## src/rtl/mole_hit_engine_pkg.sv

```systemverilog
// Package mole_pkg: shared definitions for the whack-a-mole hit engine.
//   - game_state encoding (IDLE=0, PLAY=1, OVER=2)
//   - LFSR seed, tap mask and single-step helper
//   - default parameter constants used by the interface and the modules
package mole_pkg;

    typedef enum logic [1:0] {
        GS_IDLE = 2'd0,
        GS_PLAY = 2'd1,
        GS_OVER = 2'd2
    } game_state_t;

    localparam logic [15:0] LFSR_SEED = 16'hACE1;
    // Taps 16,14,13,11 expressed as bit positions 15,13,12,10.
    localparam logic [15:0] LFSR_TAPS = 16'hB400;

    localparam int DEF_N_HOLES    = 8;
    localparam int DEF_DB_CYCLES  = 16;
    localparam int DEF_MOLE_TICKS = 4;
    localparam int DEF_GAME_MOLES = 16;
    localparam int DEF_SCORE_W    = 8;

    // Fibonacci step: shift left, feed back the XOR of the tapped bits.
    function automatic logic [15:0] lfsr_step(input logic [15:0] s);
        return {s[14:0], ^(s & LFSR_TAPS)};
    endfunction

endpackage

```

## src/rtl/mole_hit_engine_if.sv

```systemverilog
// Interface mole_hit_if: player/timebase inputs and game outputs of the
// mole hit engine.
//   start      raw start button
//   key        raw hit buttons, one per hole
//   tick       one-cycle game-time pulse
//   mole_mask  one-hot raised mole, zero when none
//   score      hits this game
//   miss_cnt   timed-out moles this game
//   game_state IDLE=0, PLAY=1, OVER=2
// master drives the inputs (board / bench), slave is the engine.
interface mole_hit_if
    import mole_pkg::*;
#(
    parameter int N_HOLES = DEF_N_HOLES,
    parameter int SCORE_W = DEF_SCORE_W
);
    logic               start;
    logic [N_HOLES-1:0] key;
    logic               tick;
    logic [N_HOLES-1:0] mole_mask;
    logic [SCORE_W-1:0] score;
    logic [SCORE_W-1:0] miss_cnt;
    logic [1:0]         game_state;

    modport master (
        output start, key, tick,
        input  mole_mask, score, miss_cnt, game_state
    );

    modport slave (
        input  start, key, tick,
        output mole_mask, score, miss_cnt, game_state
    );
endinterface

```

## src/rtl/mole_hit_engine_debounce.sv

```systemverilog
// key_debounce: one-bit button debouncer.
//   clk, rst_n  system clock, async active-low reset
//   raw         asynchronous button input
//   level       debounced level; follows raw only after DB_CYCLES
//               consecutive cycles of the new value
//   rise        one-cycle pulse, coincident with level going high
// The raw input is first brought into the clock domain with two flops.
module key_debounce #(
    parameter int DB_CYCLES = 16
) (
    input  logic clk,
    input  logic rst_n,
    input  logic raw,
    output logic level,
    output logic rise
);
    localparam int CNT_W = (DB_CYCLES > 1) ? $clog2(DB_CYCLES) : 1;
    localparam logic [CNT_W-1:0] RELOAD = CNT_W'(DB_CYCLES - 1);

    logic [1:0]       sync;
    logic [CNT_W-1:0] cnt;

    always_ff @(posedge clk or negedge rst_n) begin
        if (!rst_n) begin
            sync  <= 2'b00;
            level <= 1'b0;
            rise  <= 1'b0;
            cnt   <= RELOAD;
        end else begin
            sync <= {sync[0], raw};
            rise <= 1'b0;
            // Any sample matching the current level restarts the stability window.
            if (sync[1] == level) begin
                cnt <= RELOAD;
            end else if (cnt == '0) begin
                level <= sync[1];
                rise  <= sync[1];
                cnt   <= RELOAD;
            end else begin
                cnt <= cnt - 1'b1;
            end
        end
    end
endmodule

```

## src/rtl/mole_hit_engine.sv

```systemverilog
// mole_hit_engine: whack-a-mole game controller.
//   clk, rst_n  system clock, async active-low reset
//   bus         mole_hit_if slave: start/key/tick in; mole_mask, score,
//               miss_cnt, game_state out
// Optional build macro MOLE_PENALTY_EN: a wrong key edge while a mole is up
// (without the correct key in the same cycle) takes one point off the
// score, saturating at zero. Without it wrong keys are ignored.
//
// state | meaning
// IDLE  | after reset, waiting for a start edge
// PLAY  | game running; a mole is up, or the one-cycle gap before the next
// OVER  | all moles resolved; score/miss held until the next start edge
module mole_hit_engine
    import mole_pkg::*;
#(
    parameter int N_HOLES    = DEF_N_HOLES,
    parameter int DB_CYCLES  = DEF_DB_CYCLES,
    parameter int MOLE_TICKS = DEF_MOLE_TICKS,
    parameter int GAME_MOLES = DEF_GAME_MOLES,
    parameter int SCORE_W    = DEF_SCORE_W
) (
    input  logic      clk,
    input  logic      rst_n,
    mole_hit_if.slave bus
);
    localparam int IDX_W  = $clog2(N_HOLES);
    localparam int TICK_W = (MOLE_TICKS > 1) ? $clog2(MOLE_TICKS) : 1;
    localparam int MC_W   = (GAME_MOLES > 1) ? $clog2(GAME_MOLES) : 1;
    localparam int HOLD   = DB_CYCLES + 4;
    localparam int HOLD_W = $clog2(HOLD + 1);

    localparam logic [IDX_W-1:0]   LAST_IDX  = IDX_W'(N_HOLES - 1);
    localparam logic [TICK_W-1:0]  TICK_LOAD = TICK_W'(MOLE_TICKS - 1);
    localparam logic [MC_W-1:0]    LAST_MOLE = MC_W'(GAME_MOLES - 1);
    localparam logic [SCORE_W-1:0] CNT_MAX   = '1;

    logic [N_HOLES-1:0] key_level, key_rise;
    logic               start_level, start_rise;
    logic               unused_levels;

    for (genvar i = 0; i < N_HOLES; i++) begin : g_key_db
        key_debounce #(.DB_CYCLES(DB_CYCLES)) u_db (
            .clk   (clk),
            .rst_n (rst_n),
            .raw   (bus.key[i]),
            .level (key_level[i]),
            .rise  (key_rise[i])
        );
    end

    key_debounce #(.DB_CYCLES(DB_CYCLES)) u_start_db (
        .clk   (clk),
        .rst_n (rst_n),
        .raw   (bus.start),
        .level (start_level),
        .rise  (start_rise)
    );

    // Only the rising edges drive the game.
    assign unused_levels = ^{key_level, start_level};

    // A start button held through reset release debounces high roughly
    // DB_CYCLES+2 cycles later; that rise is not a fresh press, so start
    // edges are ignored until this hold-off has run out.
    logic [HOLD_W-1:0] holdoff;

    always_ff @(posedge clk or negedge rst_n) begin
        if (!rst_n)               holdoff <= HOLD_W'(HOLD);
        else if (holdoff != '0)   holdoff <= holdoff - 1'b1;
    end

    logic [15:0] lfsr;

    always_ff @(posedge clk or negedge rst_n) begin
        if (!rst_n) lfsr <= LFSR_SEED;
        else        lfsr <= lfsr_step(lfsr);
    end

    game_state_t        state, state_next;
    logic [N_HOLES-1:0] mole_mask;
    logic [IDX_W-1:0]   prev_idx, rand_idx, pick_idx;
    logic [TICK_W-1:0]  tick_cnt;
    logic [MC_W-1:0]    mole_cnt;
    logic [SCORE_W-1:0] score, miss_cnt;
    logic               mole_up, hit, timeout, resolve, start_edge;
    logic               new_game, raise;

    assign mole_up    = |mole_mask;
    assign start_edge = start_rise && (holdoff == '0);
    assign hit        = mole_up && |(key_rise & mole_mask);
    assign timeout    = mole_up && bus.tick && (tick_cnt == '0);
    assign resolve    = hit || timeout;

    // Never raise the same hole twice in a row.
    always_comb begin
        rand_idx = IDX_W'(32'(lfsr[7:0]) % N_HOLES);
        pick_idx = rand_idx;
        if (rand_idx == prev_idx)
            pick_idx = (rand_idx == LAST_IDX) ? '0 : rand_idx + 1'b1;
    end

    always_ff @(posedge clk or negedge rst_n) begin
        if (!rst_n) state <= GS_IDLE;
        else        state <= state_next;
    end

    always_comb begin
        state_next = state;
        new_game   = 1'b0;
        raise      = 1'b0;
        case (state)
            GS_IDLE, GS_OVER: begin
                if (start_edge) begin
                    state_next = GS_PLAY;
                    new_game   = 1'b1;
                end
            end
            GS_PLAY: begin
                if (!mole_up)
                    raise = 1'b1;
                else if (resolve && mole_cnt == LAST_MOLE)
                    state_next = GS_OVER;
            end
            default: state_next = GS_IDLE;
        endcase
    end

`ifdef MOLE_PENALTY_EN
    logic wrong;
    assign wrong = mole_up && |(key_rise & ~mole_mask);
`endif

    always_ff @(posedge clk or negedge rst_n) begin
        if (!rst_n) begin
            mole_mask <= '0;
            prev_idx  <= '0;
            tick_cnt  <= TICK_LOAD;
            mole_cnt  <= '0;
            score     <= '0;
            miss_cnt  <= '0;
        end else if (new_game) begin
            mole_mask <= '0;
            mole_cnt  <= '0;
            score     <= '0;
            miss_cnt  <= '0;
        end else if (raise) begin
            mole_mask <= N_HOLES'(1) << pick_idx;
            prev_idx  <= pick_idx;
            tick_cnt  <= TICK_LOAD;
        end else if (mole_up) begin
            // A hit wins over a coincident timeout; extra wrong keys in a
            // hit cycle are forgiven.
            if (hit) begin
                mole_mask <= '0;
                mole_cnt  <= mole_cnt + 1'b1;
                if (score != CNT_MAX) score <= score + 1'b1;
            end else begin
                if (timeout) begin
                    mole_mask <= '0;
                    mole_cnt  <= mole_cnt + 1'b1;
                    if (miss_cnt != CNT_MAX) miss_cnt <= miss_cnt + 1'b1;
                end else if (bus.tick) begin
                    tick_cnt <= tick_cnt - 1'b1;
                end
`ifdef MOLE_PENALTY_EN
                if (wrong && score != '0) score <= score - 1'b1;
`endif
            end
        end
    end

    assign bus.mole_mask  = mole_mask;
    assign bus.score      = score;
    assign bus.miss_cnt   = miss_cnt;
    assign bus.game_state = state;

endmodule

```

## src/flat_wrapper.sv

```systemverilog
// flat-port wrapper written by rule: the top's interface ports become plain ports
module mole_hit_engine_flat import mole_pkg::*;
#(
    parameter int N_HOLES    = DEF_N_HOLES,
    parameter int DB_CYCLES  = DEF_DB_CYCLES,
    parameter int MOLE_TICKS = DEF_MOLE_TICKS,
    parameter int GAME_MOLES = DEF_GAME_MOLES,
    parameter int SCORE_W    = DEF_SCORE_W
)
  (clk, rst_n, bus_start, bus_key, bus_tick, bus_mole_mask, bus_score, bus_miss_cnt, bus_game_state);
  mole_hit_if #(.N_HOLES(N_HOLES), .SCORE_W(SCORE_W)) bus_i ();
  input  logic clk;
  input  logic rst_n;
  input wire logic [$bits(bus_i.start)-1:0] bus_start;
  input wire logic [$bits(bus_i.key)-1:0] bus_key;
  input wire logic [$bits(bus_i.tick)-1:0] bus_tick;
  output wire logic [$bits(bus_i.mole_mask)-1:0] bus_mole_mask;
  output wire logic [$bits(bus_i.score)-1:0] bus_score;
  output wire logic [$bits(bus_i.miss_cnt)-1:0] bus_miss_cnt;
  output wire logic [$bits(bus_i.game_state)-1:0] bus_game_state;
  assign bus_i.start = bus_start;
  assign bus_i.key = bus_key;
  assign bus_i.tick = bus_tick;
  assign bus_mole_mask = bus_i.mole_mask;
  assign bus_score = bus_i.score;
  assign bus_miss_cnt = bus_i.miss_cnt;
  assign bus_game_state = bus_i.game_state;
  mole_hit_engine #(.N_HOLES(N_HOLES), .DB_CYCLES(DB_CYCLES), .MOLE_TICKS(MOLE_TICKS), .GAME_MOLES(GAME_MOLES), .SCORE_W(SCORE_W)) u_core (.clk(clk), .rst_n(rst_n), .bus(bus_i));
endmodule
```

## config.mk

```make
export PLATFORM = sky130hd
export DESIGN_NAME = mole_hit_engine_flat
export DESIGN_NICKNAME = d
export VERILOG_FILES = /design/src/rtl/mole_hit_engine_pkg.sv /design/src/rtl/mole_hit_engine_if.sv /design/src/rtl/mole_hit_engine_debounce.sv /design/src/rtl/mole_hit_engine.sv /design/src/flat_wrapper.sv
export SDC_FILE = /design/constraint.sdc
export NUM_CORES = 1
export LEC_CHECK = 0
export BUFFER_PORTS_ARGS = -buffer_cell sky130_fd_sc_hd__buf_2
export CAP_MARGIN = 20
export CORE_MARGIN = 3
export CORE_UTILIZATION = 64
export DETAILED_ROUTE_END_ITERATION = 8
export GPL_TIMING_DRIVEN = 0
export PLACE_DENSITY = 0.84
export SYNTH_ARGS = -nofsm -noshare
export SYNTH_HDL_FRONTEND = slang
export SYNTH_SLANG_ARGS = --single-unit
```

## constraint.sdc

```tcl
create_clock -name clk -period 5.6 [get_ports clk]
set_input_delay 0.84 -clock clk [delete_from_list [all_inputs] [get_ports clk]]
set_output_delay 0.84 -clock clk [all_outputs]
set_load 0.05 [all_outputs]
```

==> impl_metrics.ini <==
[grt]
grt_pass1_vias = 3797
globalRouteTotalUtil_pct = 23.4
grt_max_degree = 84
antenna_found_initial = 0
grt_pass1_wl_um = 17800
grt-ovfl-total = 0

[clock_network]
cts_max_path_buffers = 2
cts_tree = done
insertion_delay_ns = 0.51
numCtsBuffers = 17
ctsHoldBuffers = 0
htreeDepth = 4
post_cts_resized = 0
postCtsSetupBuffers = 0
clock_sinks = 128
root_buffer = clkbuf_8
cts.reportedPaths.clkPinSlew_ns = 0.06

[logic_synthesis]
yosysMostFrequentCell = dfrtp_1
synth_edf_count = 0
yosysTopAreaCellShare_pct = 37.2
avgSynthCellArea_um2 = 11.7
yosysWarningCount = 0
synth-seq-cells = 128
synthTopCellsByCount = dfrtp_1, nor2_1, nand2_1
synth_nets = 488
yosys.area.top_type = dfrtp_1
syn_inst = 459
netlist_area_um2 = 5390
synthFlopType = dfrtp_1
yosys.cell_types.count = 55
synth.area.top_cells = dfrtp_1, dfstp_2, ha_1
seq_area_frac_synth_pct = 60.6
async_flop_share_pct = 100

[timing]
worst_slew_pin_slew_ns = 0.558
rsz0062_at_grt = false
finalSetupTns_ns = 0
finalMaxSlewViolations = 0
period_needed_ns = 2.46
fin_crit_sh_pct = 43.9
setup_violations = 0
relSlewSlack_pct = 61.7
hold_violations = 0
skew_ns = 0.00523
max_freq_mhz = 407

[final_layout]
area_growth_syn_to_layout_pct = 18.1
finish.utilization_pct = 80.2
nets = 545
drive_above_1_share_pct = 27.2
multi_input_area_um2 = 2000
antenna_cells = 0
design_area_um2 = 6360
fillers = 446
area.sequential_um2 = 3260

[place]
hpwl_um = 6560
portBuffers = 37
placed_area_um2 = 5730
gp_congestion = 0.807

[route]
wl_um = 10200
ant_nets = 0
drc_errors = 0
drt-pass1-iter-count = 4
vias_per_cell = 5.71
dr.first_iter.drc_count = 256
post_drt_wl_per_cell_um = 16.2
via_count = 3603

[floorplan]
coreArea_um2 = 7930
die-area_um2 = 9550
rows = 32
die_y_um = 97.7
io_pins = 38
start_util_pct = 67.9
die_x_um = 97.7

[critical_path]
crit_arrival_ns = 2.87
worstPathRequired_ns = 6.02
r2r_cells = 6
path_max_fanout = 8
start_kind = flip-flop
worstSetupEndpointType = flip-flop
worstSetupPathType = flip-flop to flip-flop

[power_and_ir_drop]
peakVddDrop_mv = 0.283
power.leakage_nw = 3.04
pwr_density_cell_nw_per_um2 = 414

[status]
status = completed

[job]
cap_violations = 0

[hold_path]
hold_path.class = primary input to async pin
## per-stage QoR
stage          power [mW]  std cells  hold WS, ns  setup WS [ns]
2_1_floorplan        1.36        459        0.331           3.60
3_3_place_gp         1.45        598        0.332           2.21
3_5_place_dp         1.49        599        0.335           3.28
4_1_cts              2.64        631        0.248           3.22
5_1_grt              2.73        631        0.268           2.96
6_report             2.63        631        0.252           3.14
## where the power goes
group          leakage (nW)  internal (mW)  total, mW  switching, mW
Combinational          1.18          0.115      0.388          0.273
Sequential             1.56           1.02       1.09         0.0755
Clock                 0.294          0.749       1.15          0.400
Total                  3.04           1.88       2.63          0.748
## per-layer routing
| layer | GRT usage, % | vias to the layer above | share of wire, % |
|---|---|---|---|
| li1 | - | 1696 | - |
| met1 | 27.4 | 1801 | 41 |
| met2 | 40.5 | 94 | 52 |
| met3 | 7.29 | 12 | 5.4 |
| met4 | 8.95 | 0 | 1.1 |
| met5 | 0 | - | 0 |
## cell usage in the layout, fill, tap and decap left out, types with 4 or more instances in the layout
cell	n
a21oi_1	9
a22oi_1	4
buf_2	38
bufinv_16	4
clkbuf_1	4
clkbuf_16	16
clkinvlp_4	4
dfrtp_1	80
dfstp_2	48
ha_1	17
inv_1	22
mux2_2	9
mux2i_1	5
nand2_1	50
nand3_1	17
nand3b_1	7
nand4_1	4
nor2_1	53
nor3b_1	10
o21ai_0	18
o31ai_1	7
or3b_2	4
xnor2_1	21
xor2_1	18
## registers in the layout (all words and copies together), names as in the netlist, 3 cells and up
signal and flops:
u_core.g_key_db.u_db.cnt 32, u_core.g_key_db.u_db.level 8, u_core.mole_cnt 4, u_core.lfsr 16
u_core.holdoff 5, u_core.bus.miss_cnt 8, u_core.g_key_db.u_db.sync 16, u_core.bus.score 8
u_core.prev_idx 3, u_core.u_start_db.cnt 4, u_core.g_key_db.u_db.rise 8, u_core.bus.mole_mask 8
## logic make-up after synthesis
kind of cell / after synthesis / share of synthesized area, %
muxes: 14 / 2.81
and+or+nand+nor: 181 / 17.9
adders and majority gates: 17 / 3.95
DFF: 128 / 60.6
AOI/OAI and AO/OA: 51 / 6.20
buffers and inverters: 29 / 2.23
xor gates and xnor gates: 39 / 6.34
## worst paths after layout
path                           startpoint                        to  slack (ns)
max in group asynchronous           rst_n  u_core.u_start_db.cnt[0]        4.58
min in group clk           u_core.lfsr[4]            u_core.lfsr[5]        0.35
max                        u_core.lfsr[0]   u_core.bus.mole_mask[2]        3.14
min reg2reg                u_core.lfsr[4]            u_core.lfsr[5]        0.35
min                                 rst_n    u_core.bus.miss_cnt[6]        0.25
max reg2reg                u_core.lfsr[0]   u_core.bus.mole_mask[2]        3.14
## cell type report
type	instances	share of cell area, %
clock buffers	20	7.00
repair buffers	38	3.44
plain buffers	7	0.590
flip-flops and latches	128	51.3
clock inverters	12	2.85
well taps	102	2.01
inverters	22	1.30
multi-input cells	302	31.5
## worst max-delay path: stages (launching register included)
cell and delay [ns]:
dfstp_2 0.55, clkbuf_2 0.19, xor2_1 0.12, nor3_2 0.47, mux2i_1 0.57, nand2_1 0.24, o21ai_0 0.23
Note: power is estimated with default switching activity, not from simulation.
